===== src/rtl/mips_cpu_pkg.sv =====
// Shared constants and types for the MIPS CPU front end.
// Latency: n/a (declarations only).
// Backpressure: n/a.
package mips_cpu_pkg;

    // Address of the first instruction fetched after reset (kseg1 boot ROM).
    localparam logic [31:0] RESET_VECTOR = 32'hBFC00000;

    // Fetch sequencer states.
    typedef enum logic [1:0] {
        FETCH  = 2'd0,
        HOLD   = 2'd1,
        HALTED = 2'd2
    } fetch_state_t;

    // Sequential successor of a word address; wraps modulo 2^32.
    function automatic logic [31:0] pc_plus4(input logic [31:0] pc);
        return pc + 32'd4;
    endfunction

endpackage


===== src/rtl/mips_cpu_fetch_unit.sv =====
// Instruction fetch: reads one word per pc, holds it for the IR, follows delayed-slot branch redirects.
// Latency: read asserts 1 cycle after reset release; word presented the cycle after waitrequest drops.
// Backpressure: mem_waitrequest holds the read; instr_ready low holds the word and stalls fetch.
module mips_cpu_fetch_unit #(
    parameter logic [31:0] RESET_VECTOR = mips_cpu_pkg::RESET_VECTOR
) (
    input  logic        clk,
    input  logic        rst_n,
    output logic [31:0] mem_address,
    output logic        mem_read,
    output logic [3:0]  mem_byteenable,
    input  logic        mem_waitrequest,
    input  logic [31:0] mem_readdata,
    output logic [31:0] instr_out,
    output logic [31:0] instr_pc,
    output logic        instr_valid,
    input  logic        instr_ready,
    input  logic        branch_taken,
    input  logic [31:0] branch_target,
    output logic        active,
    output logic        fetch_fault
);

    import mips_cpu_pkg::*;

    fetch_state_t r_state;
    fetch_state_t w_next_state;

    logic        r_run;      // low for the reset cycle so no read is issued before the first edge
    logic [31:0] r_pc;
    logic [31:0] r_instr;
    logic [31:0] r_instr_pc;
    logic        r_armed;
    logic [31:0] r_target;
    logic        r_fault;

    logic        w_fire;
    logic        w_xfer;
    logic [31:0] w_next_pc;
    logic        w_misaligned;
    logic        w_zero;

    assign w_fire       = mem_read & ~mem_waitrequest;
    assign w_xfer       = instr_valid & instr_ready;
    assign w_next_pc    = r_armed ? r_target : pc_plus4(r_pc);
    assign w_misaligned = |w_next_pc[1:0];
    assign w_zero       = (w_next_pc == 32'h0000_0000);

    // State register.
    always_ff @(posedge clk or negedge rst_n) begin
        if (!rst_n) begin
            r_state <= FETCH;
        end else begin
            r_state <= w_next_state;
        end
    end

    // Next-state: capture ends FETCH, transfer ends HOLD, HALTED is left only by reset.
    always_comb begin
        w_next_state = r_state;
        case (r_state)
            FETCH:   if (w_fire) w_next_state = HOLD;
            HOLD:    if (w_xfer) w_next_state = (w_zero || w_misaligned) ? HALTED : FETCH;
            HALTED:  w_next_state = HALTED;
            default: w_next_state = FETCH;
        endcase
    end

    // Outputs decoded from state; instr_out comes only from the capture register.
    always_comb begin
        mem_read       = (r_state == FETCH) && r_run;
        mem_byteenable = mem_read ? 4'hF : 4'h0;
        mem_address    = r_pc;
        instr_valid    = (r_state == HOLD);
        instr_out      = r_instr;
        instr_pc       = r_instr_pc;
        active         = (r_state != HALTED);
        fetch_fault    = r_fault;
    end

    // Datapath: pc advance, word capture, delay-slot redirect bookkeeping, sticky fault.
    always_ff @(posedge clk or negedge rst_n) begin
        if (!rst_n) begin
            r_run      <= 1'b0;
            r_pc       <= RESET_VECTOR;
            r_instr    <= 32'h0;
            r_instr_pc <= 32'h0;
            r_armed    <= 1'b0;
            r_target   <= 32'h0;
            r_fault    <= 1'b0;
        end else begin
            r_run <= 1'b1;
            if (w_fire) begin
                r_instr    <= mem_readdata;
                r_instr_pc <= r_pc;
            end
            if (w_xfer && !w_zero && !w_misaligned) begin
                r_pc <= w_next_pc;
            end
            if (w_xfer && w_misaligned) begin
                r_fault <= 1'b1;
            end
            // A transfer in the latch cycle uses the old next_pc; the new target waits for the next one.
            if (w_xfer && r_armed) begin
                r_armed <= 1'b0;
            end else if (branch_taken && !r_armed && (r_state != HALTED)) begin
                r_armed  <= 1'b1;
                r_target <= branch_target;
            end
        end
    end

endmodule


===== config.mk =====
export PLATFORM = sky130hd
export DESIGN_NAME = mips_cpu_fetch_unit
export DESIGN_NICKNAME = d
export VERILOG_FILES = /design/src/rtl/mips_cpu_pkg.sv /design/src/rtl/mips_cpu_fetch_unit.sv
export SDC_FILE = /design/constraint.sdc
export NUM_CORES = 1
export LEC_CHECK = 0
export ABC_AREA = 0
export BUFFER_PORTS_ARGS = -buffer_cell sky130_fd_sc_hd__clkbuf_2
export CORE_AREA = 2 2 131 133
export DETAILED_ROUTE_END_ITERATION = 12
export DIE_AREA = 0 0 133 135
export HOLD_SLACK_MARGIN = 0.08
export PLACE_DENSITY = 0.65
export SYNTH_ARGS = -nofsm -noshare
export SYNTH_HDL_FRONTEND = slang
export SYNTH_SLANG_ARGS = --single-unit
export TNS_END_PERCENT = 20

===== constraint.sdc =====
create_clock -name clk -period 3.1 [get_ports clk]
set_input_delay 0 -clock clk [delete_from_list [all_inputs] [get_ports clk]]
set_output_delay 0 -clock clk [all_outputs]
set_load 0.05 [all_outputs]

# Yosys cells after proc, flatten, opt, wreduce, memory -nomap -nowiden
# Index checks and enable logic that the tools add are counted.
# W data, S select, Z words.
# word_totals
latch_bits	0
rom_bits	0
regBits	133
out_inout_bits	104
wordCells	43
ram_bits	0
in_bits	69
mem_count	0
# op_classes
n_mul	0
magnitude_cmp	0
shifts	0
n_bitwise	4
n_reduce_logical	17
n_mux	8
div_mod_pow	0
n_eq_ne	5
n_addsub	1
# op_table
operator	count
$add A32 B3 Y32 const B	1
$logic_not A32 Y1	1
$mux W32	1
$logic_and A1 B1 Y1	7
$mux W2	3
$pmux W2 S3	1
$mux W4	1
$ne A2 B2 Y1 const B	2
$reduce_and A2 Y1	2
$logic_not A1 Y1	3
$and A1 B1 Y1	2
$eq A2 B1 Y1 const B	1
$eq A2 B2 Y1 const B	1
$logic_not A2 Y1	1
$mux W1	2
$ne A2 B1 Y1 const B	1
$not A1 Y1	2
$reduce_bool A2 Y1	1
$reduce_or A2 Y1	1
$logic_or A1 B1 Y1	1

# Logic depth before layout (Yosys ltp)
# depth
ltp_word	7
depth_mapped	14
mapped_depth_nobuf	10

# Least setup slack after synthesis
# No wires, ideal clock.
# synth_timing
kind	register to register
startpoint	reg r_pc[7] (netlist: mem_address[7])
endpoint	reg r_pc[2] (netlist: mem_address[2])
t_required_ns	2.975
setup_time_ns	0.125
synth_period_minus_slack_ns	3.476
path_slack_ns	-0.376
stages_incl_launch_ff	12
n_path_buf	3
arrival_time_ns	3.351
path_cell_list	dfrtp_1 > buf_2 > nand4_1 > or3_1 > buf_2 > or4_1 > a2111oi_2 > o21a_1 > nand4_4 > o21ai_4 > buf_4 > mux2_2
# synth_between
elab_chain_cells	6
# synth_rtl
element	line	source
start, declared	mips_cpu_fetch_unit.sv:30	logic [31:0] r_pc;
start signal, assigned	mips_cpu_fetch_unit.sv:98	r_pc <= w_next_pc;
$add A32 B3 Y32	mips_cpu_pkg.sv:18	return pc + 32'd4;
$mux W32	mips_cpu_fetch_unit.sv:45	assign w_next_pc = r_armed ? r_target : pc_plus4(r_pc);
$logic_not A32 Y1	mips_cpu_fetch_unit.sv:47	assign w_zero = (w_next_pc == 32'h0000_0000);
$logic_not A1 Y1	mips_cpu_fetch_unit.sv:97	if (w_xfer && !w_zero && !w_misaligned) begin
$logic_and A1 B1 Y1 (2 in a row)	mips_cpu_fetch_unit.sv:97	
# Every way passes these cells.
# A chain may end at the register's enable or synchronous reset.

# Worst setup path in the final report
# layout_timing
startpoint	reg r_pc[3] (netlist: mem_address[3])
endpoint	reg r_pc[7] (netlist: mem_address[7])
# layout_between
elab_chain_cells	6
# layout_rtl
element	line
$add A32 B3 Y32 *	mips_cpu_pkg.sv:18
$mux W32 *	mips_cpu_fetch_unit.sv:45
$logic_not A32 Y1	mips_cpu_fetch_unit.sv:47
$logic_not A1 Y1	mips_cpu_fetch_unit.sv:97
$logic_and A1 B1 Y1 (2 in a row)	mips_cpu_fetch_unit.sv:97
# Every way passes the cells marked *; elsewhere a longest branch is shown, timed or not.

==> results.rst <==
.. list-table::
   :header-rows: 1

   * - Metric
     - Value
   * - Violated checks
     - negative setup slack
   * - Final critical path time including I/O delays and setup
     - 3114 ps
   * - First-pass GRT wire length
     - 32,270 um
   * - Number of antenna violations at the first check in global routing
     - 0
   * - Number of warnings issued by yosys
     - 0
   * - Total number of vias
     - 5,843
   * - Count of final hold-check violations
     - 0
   * - Compound-Gate Fraction of Synth Area
     - 12.33%
   * - Count of final max-slew check failures
     - 0
   * - Clock buffer depth
     - 2
   * - Sequential-to-total area share from yosys stat
     - 51.17%
   * - Total detailed-routing wirelength
     - 20,330 um
   * - Post-placement cell count
     - 993
   * - First-pass DRT Iterations
     - 5
   * - Arrival time at the worst endpoint
     - 3420 ps
   * - Final cell count without fillers
     - 1,099
   * - Initial cell density of the core
     - 39.78%
   * - Number of enable flip-flop cells after synthesis
     - 0
   * - Path type of the worst setup path
     - reg2reg
   * - Type of destination of the critical path
     - flop
   * - Predominant post-synthesis flop cell
     - sky130_fd_sc_hd__dfrtp_1
   * - Clock latency on the worst-skew pair
     - 430 ps
   * - Final GP Congestion
     - 1.003
   * - CTS tree
     - yes
   * - Sum of negative setup slack
     - -14.23 ps
   * - Synthesized instance count
     - 587
   * - Diode count
     - 0
   * - Clock-pin slew of the registers on the worst-case setup and hold paths
     - 60 ps
   * - Worst slew margin relative to its limit
     - 51.09%
   * - Row count
     - 47
   * - Critical path required time
     - 3400 ps
   * - Leakage
     - 4.213 nW
   * - GRT Overall Usage
     - 23.00%
   * - Post-route cell area
     - 0.009527 mm2
   * - Via count normalized by instance count
     - 5.317
   * - Hold Worst Slack
     - 167.7 ps
   * - Maximum number of pins on one net before global-route repair
     - 75
   * - Pin slew with the least headroom to its limit
     - 732.1 ps
   * - Top Ports
     - 173
   * - Main combinational cell family by area after synthesis
     - multiplexers
   * - Horizontal die dimension
     - 133 um
   * - Basic-gate share of the synthesized area counting and, or, nand and nor cells
     - 13.36%
   * - Nets@finish
     - 936
   * - P&R area growth vs syn
     - 45.97%
   * - Average detailed-routed wire length per instance
     - 18.50 um
   * - DRC violation count after routing
     - 0
   * - Cell area power density
     - 1173 mW/mm2
   * - Number of setup violations in the final report
     - 1
   * - Num Clock Sinks
     - 133
   * - Number of buffers inserted during clock tree synthesis
     - 17
   * - Post-synthesis mux area share
     - 16.37%
   * - Count of buffers from port buffering
     - 172
   * - M1 WL
     - 8940 um
   * - Flip-flop and latch count after synthesis
     - 133
   * - Crit-path max FO
     - 8
   * - Placeable core area
     - 0.01641 mm2
   * - Average footprint of a synthesized cell
     - 11.12 um2
   * - Distinct cell type count of the synthesized netlist
     - 63
   * - Layout Skew
     - 8.417 ps
   * - Post-Syn Nets
     - 657
   * - Path type of the worst min-delay path
     - in2async
   * - Hpwl dp
     - 14,320 um
   * - Layout cell share with drive strength beyond 1
     - 50.06%
   * - Floorplan die area
     - 0.01796 mm2
   * - Fraction of the core area covered by cells at the end of the flow
     - 58.06%
   * - Number of H-tree branching levels
     - 4
   * - Amount of wire on met2 after detailed routing
     - 9898 um
   * - Post-route ant nets
     - 0
   * - Synth Area in Adders
     - 0.1917%
   * - Max_cap viols
     - 0
   * - Floorplan die height
     - 135 um
   * - Number of global-route vias before repair
     - 5,989
   * - Reg2reg setup slack
     - -10 ps
   * - Clock Root Buffer
     - sky130_fd_sc_hd__clkbuf_16
   * - Overflow left after global routing
     - 0
   * - Highest clock rate
     - 321.1 MHz
   * - Synth Cell Area
     - 0.006526 mm2
   * - Placed inst area
     - 0.008021 mm2
   * - Maximum VDD drop
     - 0.7409 mV
   * - Iteration-0 DRC Markers
     - 329
   * - Met3 routed WL
     - 1152 um
   * - Synth Area in XOR/XNOR
     - 1.074%
   * - Period utilization
     - 100.5%
   * - Worst r2r path cells
     - 13
   * - Uppermost layer routed
     - met4
   * - Setup WS post-layout
     - -14.23 ps
   * - Proportion of synthesized flip-flops having asynchronous set or reset
     - 100.0%
   * - Setup repair after global routing missed its margin
     - true
   * - Element type at the critical path start
     - flop
   * - Run status
     - finished, violations left
## registers in the layout, summed over array words and instances, names as in the netlist
name and cells:
instr_out 32, r_target 32, r_state 2, r_run 1, mem_address 32, r_armed 1, fetch_fault 1, instr_pc 32
## cells in the final DEF (no fill, tap or decap), drive strengths merged, types with 3 or more instances in the layout
master       Yosys  layout
nand3           18      18
o32ai            6       6
a21oi            9       9
nand4           10      10
clkinv           0       4
o2111ai          6       6
dlygate4sd3      0      66
dfrtp          124     124
xor2             3       3
nor2b            5       5
clkinvlp         0       5
and2             3       3
a31oi            4       4
clkbuf          30     193
nor4b            6       6
nand2           44      44
a221oi           3       3
dfstp            9       9
a21o             3       3
o21a             3       3
or2              4       4
nor4            21      21
nor2            16      16
mux2            94      94
o21ai           26      26
buf             24      74
o211ai           3       3
inv             26      29
or3              3       3
a31o             6       6
xnor2            5       5
o31a             3       3
o31ai            6       6
nor3            20      20
a211o           15      15
## cell type report
cell class	count	area [um2]
clock buffer	19	442.9
clock inverter	13	125.1
fill	1394	6880
inverter	26	97.59
multi-input combinational	374	3034
sequential	133	3364
tap	220	275.3
timing repair buffer	314	2187
## critical path, stage by stage (launching register included)
cell	delay [ps]
sky130_fd_sc_hd__dfrtp_2	430
sky130_fd_sc_hd__ha_4	150
sky130_fd_sc_hd__nand4_1	200
sky130_fd_sc_hd__or2_4	360
sky130_fd_sc_hd__buf_4	150
sky130_fd_sc_hd__buf_4	140
sky130_fd_sc_hd__o21ai_1	120
sky130_fd_sc_hd__and4b_1	200
sky130_fd_sc_hd__o31a_1	180
sky130_fd_sc_hd__nand4_4	120
sky130_fd_sc_hd__o21ai_4	370
sky130_fd_sc_hd__clkbuf_16	240
sky130_fd_sc_hd__o32ai_1	100
sky130_fd_sc_hd__a211o_1	230
## stage by stage
step	total power [W]	worst slack [ps]
after CTS	0.01103	21.02
after global routing	0.01178	-106.2
after global placement	0.008877	-3.962
final	0.01118	-14.23
after floorplan	0.007292	-139.2
after detailed placement	0.008991	-116.0
## where the power goes
group          internal [W]  switching, W  total [W]
Clock               0.00113      0.000799    0.00193
Sequential          0.00258      0.000700    0.00328
Combinational       0.00197       0.00400    0.00596
## synth_stat cells, types with 2 or more instances
master | count | area share, %
sky130_fd_sc_hd__a211o_1 | 15 | 2.0
sky130_fd_sc_hd__a21o_1 | 3 | 0.35
sky130_fd_sc_hd__a21oi_1 | 9 | 0.69
sky130_fd_sc_hd__a221oi_1 | 3 | 0.40
sky130_fd_sc_hd__a222oi_1 | 2 | 0.31
sky130_fd_sc_hd__a311oi_1 | 2 | 0.27
sky130_fd_sc_hd__a31o_2 | 6 | 0.81
sky130_fd_sc_hd__a31oi_1 | 4 | 0.38
sky130_fd_sc_hd__and2_1 | 3 | 0.29
sky130_fd_sc_hd__and3_1 | 2 | 0.19
sky130_fd_sc_hd__and4_1 | 2 | 0.27
sky130_fd_sc_hd__buf_1 | 3 | 0.17
sky130_fd_sc_hd__buf_2 | 11 | 0.84
sky130_fd_sc_hd__buf_4 | 9 | 1.0
sky130_fd_sc_hd__clkbuf_1 | 30 | 1.7
sky130_fd_sc_hd__dfrtp_1 | 124 | 48
sky130_fd_sc_hd__dfstp_2 | 9 | 3.6
sky130_fd_sc_hd__inv_1 | 26 | 1.5
sky130_fd_sc_hd__mux2_2 | 94 | 16
sky130_fd_sc_hd__nand2_1 | 43 | 2.5
sky130_fd_sc_hd__nand2b_1 | 2 | 0.19
sky130_fd_sc_hd__nand3_1 | 18 | 1.4
sky130_fd_sc_hd__nand4_1 | 8 | 0.77
sky130_fd_sc_hd__nor2_1 | 14 | 0.81
sky130_fd_sc_hd__nor2_2 | 2 | 0.19
sky130_fd_sc_hd__nor2b_1 | 5 | 0.48
sky130_fd_sc_hd__nor3_1 | 19 | 1.5
sky130_fd_sc_hd__nor3b_1 | 2 | 0.23
sky130_fd_sc_hd__nor4_1 | 21 | 2.0
sky130_fd_sc_hd__nor4b_1 | 6 | 0.81
sky130_fd_sc_hd__o2111ai_1 | 6 | 0.81
sky130_fd_sc_hd__o211ai_1 | 3 | 0.35
sky130_fd_sc_hd__o21a_1 | 3 | 0.35
sky130_fd_sc_hd__o21ai_0 | 25 | 1.9
sky130_fd_sc_hd__o22ai_1 | 2 | 0.19
sky130_fd_sc_hd__o31a_1 | 3 | 0.40
sky130_fd_sc_hd__o31ai_1 | 6 | 0.69
sky130_fd_sc_hd__o32ai_1 | 6 | 0.81
sky130_fd_sc_hd__or2_1 | 3 | 0.29
sky130_fd_sc_hd__or3_1 | 3 | 0.29
sky130_fd_sc_hd__or4_1 | 2 | 0.23
sky130_fd_sc_hd__xnor2_1 | 5 | 0.67
sky130_fd_sc_hd__xor2_1 | 3 | 0.40
## path summary, 6_finish.rpt
| path | from | endpoint |
|---|---|---|
| worst max-delay path | mem_address[3] | mem_address[7] |
| worst min-delay path | rst_n | instr_out[27] |
| worst max register to register | mem_address[3] | mem_address[7] |
| worst min register to register | fetch_fault | fetch_fault |
| max in group asynchronous | rst_n | mem_address[24] |
| min in group clk | mem_waitrequest | r_state[0] |
## cell families after synthesis
| group | Yosys count |
|---|---|
| buf+inv | 80 |
| mux | 95 |
| fa+ha+maj | 1 |
| other cells | 1 |
| flops | 133 |
| xor+xnor | 8 |
| compound gates | 108 |
| simple gates | 161 |
## per-layer routing
metal / vias up / track usage [%]
met3: 25 / 5.856
met5: - / 0
met1: 2909 / 30.01
met2: 195 / 38.03
li1: 2714 / -
met4: 0 / 6.691
## timing repair
action	4_1_cts	5_1_grt
setup endpoints to repair	23	26
hold endpoints to repair	140	0
hold buffers	66	0
pin swaps	1	16
buffers inserted	0	6
resized for setup	2	31
gates cloned	0	3
Power figures use the tool's default switching activity.
